==> src/rtl/taillight_cmd_ctrl_if.sv <==
// Bundle of the raw board inputs and clean command outputs of the taillight
// command front end.
//   btn_left, btn_right, btn_hazard : raw pushbuttons (async, bouncy)
//   brake_pedal, sw_run             : raw levels (async, bouncy)
//   left, right, brake, hazard,
//   runlight                        : registered command levels
// The master side is the board/stimulus; the slave side is the controller.
interface taillight_cmd_ctrl_if;
  logic btn_left;
  logic btn_right;
  logic btn_hazard;
  logic brake_pedal;
  logic sw_run;
  logic left;
  logic right;
  logic brake;
  logic hazard;
  logic runlight;

  modport master (
    output btn_left, btn_right, btn_hazard, brake_pedal, sw_run,
    input  left, right, brake, hazard, runlight
  );

  modport slave (
    input  btn_left, btn_right, btn_hazard, brake_pedal, sw_run,
    output left, right, brake, hazard, runlight
  );
endinterface

==> src/rtl/taillight_cmd_ctrl.sv <==
// Driver-side command front end for the taillight sequencer.
// Raw inputs are double-flop synchronised and debounced. Turn buttons latch a
// turn signal that cancels on a second press or after TURN_TIMEOUT cycles.
// The hazard button toggles the hazard output. Brake and run switch are
// passed through as clean levels.
// Ports:
//   clk  : system clock
//   rst  : synchronous reset, active-high
//   bus  : taillight_cmd_ctrl_if.slave (raw inputs in, command levels out)
// Parameters:
//   DEB_CYCLES   : consecutive differing samples needed to accept a change (>=1)
//   TURN_TIMEOUT : cycles a latched turn stays on; 0 disables auto-cancel
module taillight_cmd_ctrl #(
  parameter int DEB_CYCLES   = 16,
  parameter int TURN_TIMEOUT = 256
) (
  input logic                 clk,
  input logic                 rst,
  taillight_cmd_ctrl_if.slave bus
);

  localparam int CW = $clog2(DEB_CYCLES + 1);
  localparam int TW = (TURN_TIMEOUT > 1) ? $clog2(TURN_TIMEOUT) : 1;
  localparam logic [CW-1:0] DEB_LAST  = CW'(DEB_CYCLES - 1);
  localparam logic [TW-1:0] TURN_LAST = TW'((TURN_TIMEOUT > 0) ? TURN_TIMEOUT - 1 : 0);

  // Bit positions of each input in the packed input vectors
  localparam int IL = 4;
  localparam int IR = 3;
  localparam int IH = 2;
  localparam int IB = 1;
  localparam int IS = 0;

  typedef enum logic [1:0] {
    IDLE  = 2'd0,
    LEFT  = 2'd1,
    RIGHT = 2'd2
  } state_t;

  logic [4:0]    raw;
  logic [4:0]    sync1;
  logic [4:0]    sync2;
  logic [4:0]    stable;
  logic [4:0]    stable_d;
  logic [CW-1:0] deb_cnt [5];
  logic          lpulse;
  logic          rpulse;
  logic          hpulse;
  logic          brake_q;
  logic          run_q;
  logic          hazard_q;
  state_t        state;
  state_t        next_state;
  logic [TW-1:0] turn_timer;
  logic          timeout;
  logic          left_o;
  logic          right_o;

  assign raw = {bus.btn_left, bus.btn_right, bus.btn_hazard, bus.brake_pedal, bus.sw_run};

  // Two-flop synchroniser; nothing downstream looks at sync1
  always_ff @(posedge clk) begin
    if (rst) begin
      sync1 <= '0;
      sync2 <= '0;
    end else begin
      sync1 <= raw;
      sync2 <= sync1;
    end
  end

  // Per-input debounce: count consecutive samples that disagree with the
  // accepted level; a single agreeing sample throws the count away.
  always_ff @(posedge clk) begin
    if (rst) begin
      stable <= '0;
      for (int i = 0; i < 5; i++) deb_cnt[i] <= '0;
    end else begin
      for (int i = 0; i < 5; i++) begin
        if (sync2[i] == stable[i]) begin
          deb_cnt[i] <= '0;
        end else if (deb_cnt[i] == DEB_LAST) begin
          stable[i]  <= sync2[i];
          deb_cnt[i] <= '0;
        end else begin
          deb_cnt[i] <= deb_cnt[i] + 1'b1;
        end
      end
    end
  end

  // Registered rising-edge pulses for the pushbuttons, registered brake/run
  // levels, and the hazard toggle.
  always_ff @(posedge clk) begin
    if (rst) begin
      stable_d <= '0;
      lpulse   <= 1'b0;
      rpulse   <= 1'b0;
      hpulse   <= 1'b0;
      brake_q  <= 1'b0;
      run_q    <= 1'b0;
      hazard_q <= 1'b0;
    end else begin
      stable_d <= stable;
      lpulse   <= stable[IL] & ~stable_d[IL];
      rpulse   <= stable[IR] & ~stable_d[IR];
      hpulse   <= stable[IH] & ~stable_d[IH];
      brake_q  <= stable[IB];
      run_q    <= stable[IS];
      if (hpulse) hazard_q <= ~hazard_q;
    end
  end

  // Turn FSM state register; the timer restarts on every entry into a turn
  // state (including a direct LEFT<->RIGHT switch) so each turn gets the full
  // TURN_TIMEOUT cycles.
  always_ff @(posedge clk) begin
    if (rst) begin
      state      <= IDLE;
      turn_timer <= '0;
    end else begin
      state <= next_state;
      if (next_state == IDLE || next_state != state) begin
        turn_timer <= '0;
      end else if (TURN_TIMEOUT != 0) begin
        turn_timer <= turn_timer + 1'b1;
      end
    end
  end

  // Next-state logic; a pulse in the timeout cycle wins over the timeout, and
  // simultaneous left+right pulses always land in IDLE.
  always_comb begin
    next_state = state;
    timeout    = (TURN_TIMEOUT != 0) && (turn_timer == TURN_LAST);
    case (state)
      IDLE: begin
        if (lpulse && !rpulse)      next_state = LEFT;
        else if (rpulse && !lpulse) next_state = RIGHT;
      end
      LEFT: begin
        if (lpulse)       next_state = IDLE;
        else if (rpulse)  next_state = RIGHT;
        else if (timeout) next_state = IDLE;
      end
      RIGHT: begin
        if (rpulse)       next_state = IDLE;
        else if (lpulse)  next_state = LEFT;
        else if (timeout) next_state = IDLE;
      end
      default: next_state = IDLE;
    endcase
  end

  // Turn outputs are a decode of the state register
  always_comb begin
    left_o  = (state == LEFT);
    right_o = (state == RIGHT);
  end

  assign bus.left     = left_o;
  assign bus.right    = right_o;
  assign bus.brake    = brake_q;
  assign bus.hazard   = hazard_q;
  assign bus.runlight = run_q;

endmodule

==> src/flat_wrapper.sv <==
// flat-port wrapper written by rule: the top's interface ports become plain ports
module taillight_cmd_ctrl_flat 
#(
  parameter int DEB_CYCLES   = 16,
  parameter int TURN_TIMEOUT = 256
)
  (clk, rst, bus_btn_left, bus_btn_right, bus_btn_hazard, bus_brake_pedal, bus_sw_run, bus_left, bus_right, bus_brake, bus_hazard, bus_runlight);
  taillight_cmd_ctrl_if bus_i ();
  input logic clk;
  input logic rst;
  input wire logic [$bits(bus_i.btn_left)-1:0] bus_btn_left;
  input wire logic [$bits(bus_i.btn_right)-1:0] bus_btn_right;
  input wire logic [$bits(bus_i.btn_hazard)-1:0] bus_btn_hazard;
  input wire logic [$bits(bus_i.brake_pedal)-1:0] bus_brake_pedal;
  input wire logic [$bits(bus_i.sw_run)-1:0] bus_sw_run;
  output wire logic [$bits(bus_i.left)-1:0] bus_left;
  output wire logic [$bits(bus_i.right)-1:0] bus_right;
  output wire logic [$bits(bus_i.brake)-1:0] bus_brake;
  output wire logic [$bits(bus_i.hazard)-1:0] bus_hazard;
  output wire logic [$bits(bus_i.runlight)-1:0] bus_runlight;
  assign bus_i.btn_left = bus_btn_left;
  assign bus_i.btn_right = bus_btn_right;
  assign bus_i.btn_hazard = bus_btn_hazard;
  assign bus_i.brake_pedal = bus_brake_pedal;
  assign bus_i.sw_run = bus_sw_run;
  assign bus_left = bus_i.left;
  assign bus_right = bus_i.right;
  assign bus_brake = bus_i.brake;
  assign bus_hazard = bus_i.hazard;
  assign bus_runlight = bus_i.runlight;
  taillight_cmd_ctrl #(.DEB_CYCLES(DEB_CYCLES), .TURN_TIMEOUT(TURN_TIMEOUT)) u_core (.clk(clk), .rst(rst), .bus(bus_i));
endmodule
==> config.mk <==
export PLATFORM = sky130hd
export DESIGN_NAME = taillight_cmd_ctrl_flat
export DESIGN_NICKNAME = d
export VERILOG_FILES = /design/src/rtl/taillight_cmd_ctrl_if.sv /design/src/rtl/taillight_cmd_ctrl.sv /design/src/flat_wrapper.sv
export SDC_FILE = /design/constraint.sdc
export NUM_CORES = 1
export LEC_CHECK = 0
export ABC_AREA = 1
export BUFFER_PORTS_ARGS = -buffer_cell sky130_fd_sc_hd__clkbuf_2
export CORE_MARGIN = 2
export CORE_UTILIZATION = 59
export DETAILED_ROUTE_END_ITERATION = 8
export PLACE_DENSITY_LB_ADDON = 0.1
export SLEW_MARGIN = 5
export SYNTH_ARGS = -nofsm -noshare
export SYNTH_HDL_FRONTEND = slang
export SYNTH_SLANG_ARGS = --single-unit
==> constraint.sdc <==
create_clock -name clk -period 2.19 [get_ports clk]
set_input_delay 0.1095 -clock clk [delete_from_list [all_inputs] [get_ports clk]]
set_output_delay 0.1095 -clock clk [all_outputs]
set_load 0.01 [all_outputs]
# --- After elaboration in Yosys (flattened, before gate mapping) ---
# Memories as Yosys holds them, arrays and structs flattened.
# Cells that the tools add are included.
op_classes:
  n_addsub: 6
  n_eq_ne: 14
  muxes: 80
  n_bitwise: 27
  n_reduce_logical: 13
ops:
  columns: ["operator", "n"]
  rows:
  - ["two-way mux 5 bit", 15]
  - ["two-way mux 1 bit", 57]
  - ["adder 5 x 1 -> 5 bit (second input constant)", 5]
  - ["equality test 5 x 4 -> 1 bit (second input constant)", 5]
  - ["OR 1 bit", 15]
  - ["two-way mux 2 bit", 7]
  - ["AND reduction 2 bit", 5]
  - ["inverter 1 bit", 9]
  - ["adder 8 x 1 -> 8 bit (second input constant)", 1]
  - ["equality test 8 bit (second input constant)", 1]
  - ["one-hot mux 2 bit (3 select lines)", 1]
  - ["equality test 1 bit", 5]
  - ["logical NOT 2 bit", 2]
  - ["AND 1 bit", 3]
  - ["equality test 2 x 1 -> 1 bit (second input constant)", 1]
  - ["equality test 2 bit (second input constant)", 1]
  - ["logical AND 1 bit", 2]
  - ["logical NOT 1 bit", 2]
  - ["!= test 2 bit", 1]
  - ["OR reduction 2 bit", 1]
  - ["logical OR 1 bit", 1]
word_totals:
  register_bits: 36
  ramBits: 25
  inputBits: 7
  out_inout_bits: 5
  word_cells: 157
  n_memories: 1
mem_list:
  columns: ["memory", "words", "width", "rd", "rd_clocked_by_memory_dff", "wr", "line_no", "source"]
  rows:
  - ["u_core.deb_cnt", 5, 5, 5, 0, 5, "taillight_cmd_ctrl.sv:45", "logic [CW-1:0] deb_cnt [5];"]

# --- Depth between registers and ports, before layout ---
depth:
  ltp_word: 8
  ltp_mapped: 10

# --- Least setup slack after synthesis ---
# No wires, ideal clock.
synth_timing:
  path_type: "register to register"
  start: "memory u_core.deb_cnt[1][0] (netlist name)"
  end: "memory u_core.deb_cnt[1][3] (netlist name) (data pin)"
  setup_time_ps: 146
  arrival_ps: 1444
  t_required_ps: 2044
  path_slack_ps: 600
  path_stages_with_launch: 9
  path_buffers: 0
  synth_period_minus_slack_ps: 1590
  cell_sequence: "edfxtp_1 ha_1 nand2_1 nor2_1 ha_1 a21oi_1 o211ai_1 o21bai_1 a21oi_1"
synth_rtl:
  columns: ["element", "line_no"]
  rows:
  - ["start, declared", "taillight_cmd_ctrl.sv:45"]

==> impl_metrics.ini <==
[global_route]
met3_usage_pct = 9.38
antenna_found_initial = 0
grtUsageMet2_pct = 28.4
grt_max_degree = 21
grt_util_all_layers_pct = 18.2
grt_first_pass_wirelength_um = 5950
grtUsageMet1_pct = 21.3
grt_pass1_vias = 1474
grt_overflow = 0
grt_busiest_layer = met2

[die]
coreArea_um2 = 3970
die_h_um = 67.8
core.rowCount = 23
die_w_um = 67.8
die-area_um2 = 4600
initial_core_util_pct = 60.5
io_pins = 12

[logic_synthesis]
seq_area_frac_synth_pct = 59.6
syn_area_per_cell_um2 = 9.61
syn_inst = 250
syn_area_um2 = 2400
synth_top_area_share_pct = 31.3
synth_largest_area_cell = edfxtp_1
synthTopCellsByArea = edfxtp_1 (31%), dfxtp_1 (28%), nor2_1 (8.8%), inv_1 (6.4%), ha_1 (5.7%)
synth.distinct_cells = 23
ys.warnings.count = 0
ys_ff_latch = 59

[worst_setup_path]
cp_slowest_cell = edfxtp_1
crit_type = flop to flop
critPathMaxFanout = 5
max_stage_delay_ns = 0.41
end_kind = flop
timing.reg2reg.setup_slack_ns = 0.44
r2r_cells = 8
rr_startpoint = u_core.deb_cnt[2][0]
crit_required_ns = 2.38
arrival_ns = 1.93
r2r_end = u_core.deb_cnt[2][3]
worstPathCellList = ha_1, nand2_1, nor2_1, ha_1, a21oi_1, o211ai_1, o21bai_1, a21oi_1
crit_path_start_kind = flop

[min_path]
whs_endpoint = u_core.hpulse
worstHoldPathCells = 1
hold_start = u_core.stable_d[2]
min_path_type = flop to flop

[sta]
hold_viol_final = 0
fmax_mhz = 573
slew_viol_final = 0
post-route-period-util_pct = 79.7
setup_violations = 0
setup_slack_ns = 0.444
rsz0062_at_grt = no
tns_ns = 0
period_minus_slack_ns = 1.75
fin_skew_ns = 0.00619

[cts]
ctsResizeCount = 0
cts_sinks = 59
clock_path_buffers = 2
cts_tree = yes
clk_pin_slew_ns = 0.06
h-tree-depth = 3
cts_made_buffers = 9
cts_root_buffer = clkbuf_8
clk_latency_ns = 0.33

[routing]
first_pass_iters = 4
routed_wl_um = 3420
ant_nets = 0
drtIter0Drc = 60
vias = 1663
viasPerCell = 4.68
drc_errors = 0
wl_per_cell_um = 9.63

[final_layout]
final_common_cell = nor2_1
antenna_cells = 0
nNetsFinal = 319
finalInstanceArea_um2 = 2880
area_delta_synth_final_pct = 19.7
final_cell_mix = nor2_1 (56), inv_1 (41), dfxtp_1 (34)
final_core_util_pct = 72.4
drive_gt1_share_pct = 10.2

[pwr]
peakVddDrop_v = 0.000703
power.total_mw = 2.30
leakagePower_nw = 1.22
pwr_density_cell_nw_per_um2 = 798

[job]
max-cap-violations = 0

[placement]
port_buffers = 11
gp_congestion = 0.741
hpwl_um = 2360
dpl_worst_slack_ns = 0.431
place_area_um2 = 2610

[status]
status = complete, no violations
-- timing repair --
item | CTS | global route
setup endpoints to repair | 0 | 0
hold buffers | 6 | 0
endpoints found under the hold margin | 7 | 0
setup buffers | 0 | 0
-- state kept, by name (all words and copies together) (netlist names), 2 cells and up --
signal	flops
u_core.sync2	5
u_core.sync1	5
u_core.stable_d	5
u_core.turn_timer	8
u_core.deb_cnt	25
u_core.stable	5
u_core.state	2
-- cells in the mapped netlist --
library cell,number
nor2_1,56
inv_1,41
dfxtp_1,34
edfxtp_1,25
a21oi_1,17
nand2_1,14
ha_1,11
nand3_1,10
o21ai_0,6
nor3b_1,5
o211ai_1,5
o21bai_1,5
nor3_1,4
xor2_1,4
xnor2_1,3
clkbuf_1,2
nand2_2,2
conb_1,1
inv_2,1
nand2_4,1
nand4_1,1
nor2_2,1
nor4_1,1
-- final cells by class --
cell class	count	area, um2
Clock buffer	10	128
Clock inverter	5	78.8
Fill cell	313	1090
Inverter	42	158
Multi-Input combinational cell	171	896
Sequential cell	59	1430
Tap cell	50	62.6
Timing Repair Buffer	18	123
-- how the worst max path moves through the flow --
stage	startpoint	endpoint	slack, ns	depth (start not counted)
2_1_floorplan	u_core.deb_cnt[1][0]	u_core.deb_cnt[1][3]	0.60	8
3_3_place_gp	u_core.deb_cnt[1][0]	u_core.deb_cnt[1][3]	0.48	8
3_5_place_dp	u_core.deb_cnt[2][0]	u_core.deb_cnt[2][3]	0.43	8
4_1_cts	u_core.deb_cnt[2][0]	u_core.deb_cnt[2][3]	0.42	8
5_1_grt	u_core.deb_cnt[0][0]	u_core.deb_cnt[0][3]	0.28	8
6_report	u_core.deb_cnt[2][0]	u_core.deb_cnt[2][3]	0.44	8
-- worst max-delay path, delay by kind of cell (launching register included) --
kind                     cells  cell delay, ns
adder cells (fa/ha/maj)      2            0.45
flip-flops                   1            0.41
AO/OA/AOI/OAI                4            0.61
AND/OR/NAND/NOR              2            0.13
-- logic make-up (layout without fill, tap and decap cells) --
kind of cell	Yosys count	in the layout	share of synthesized area (%)
simple gates	95	95	17.2
compound gates	33	33	7.92
buf+inv	44	75	6.88
xor+xnor	7	7	2.55
fa+ha+maj	11	11	5.73
other cells	1	25	0.156
flops	59	59	59.6
-- power by group --
part | total, mW | switching, mW | internal, mW
combinational | 0.0761 | 0.0451 | 0.0310
clock | 1.03 | 0.396 | 0.632
sequential | 1.19 | 0.0151 | 1.18
total | 2.30 | 0.456 | 1.84
-- metrics by stage --
| step | hold WS, ns | cells |
|---|---|---|
| 2_1_floorplan | 0.188 | 274 |
| 3_3_place_gp | 0.303 | 334 |
| 6_report | 0.393 | 355 |
| 5_1_grt | 0.407 | 355 |
| 4_1_cts | 0.393 | 355 |
| 3_5_place_dp | 0.304 | 334 |
-- per-layer routing --
metal | up-vias | part of all wire [%]
li1 | 890 | -
met1 | 741 | 46
met2 | 27 | 48
met3 | 5 | 4.6
met4 | 0 | 1.2
met5 | - | 0
Power figures use the tool's default switching activity.
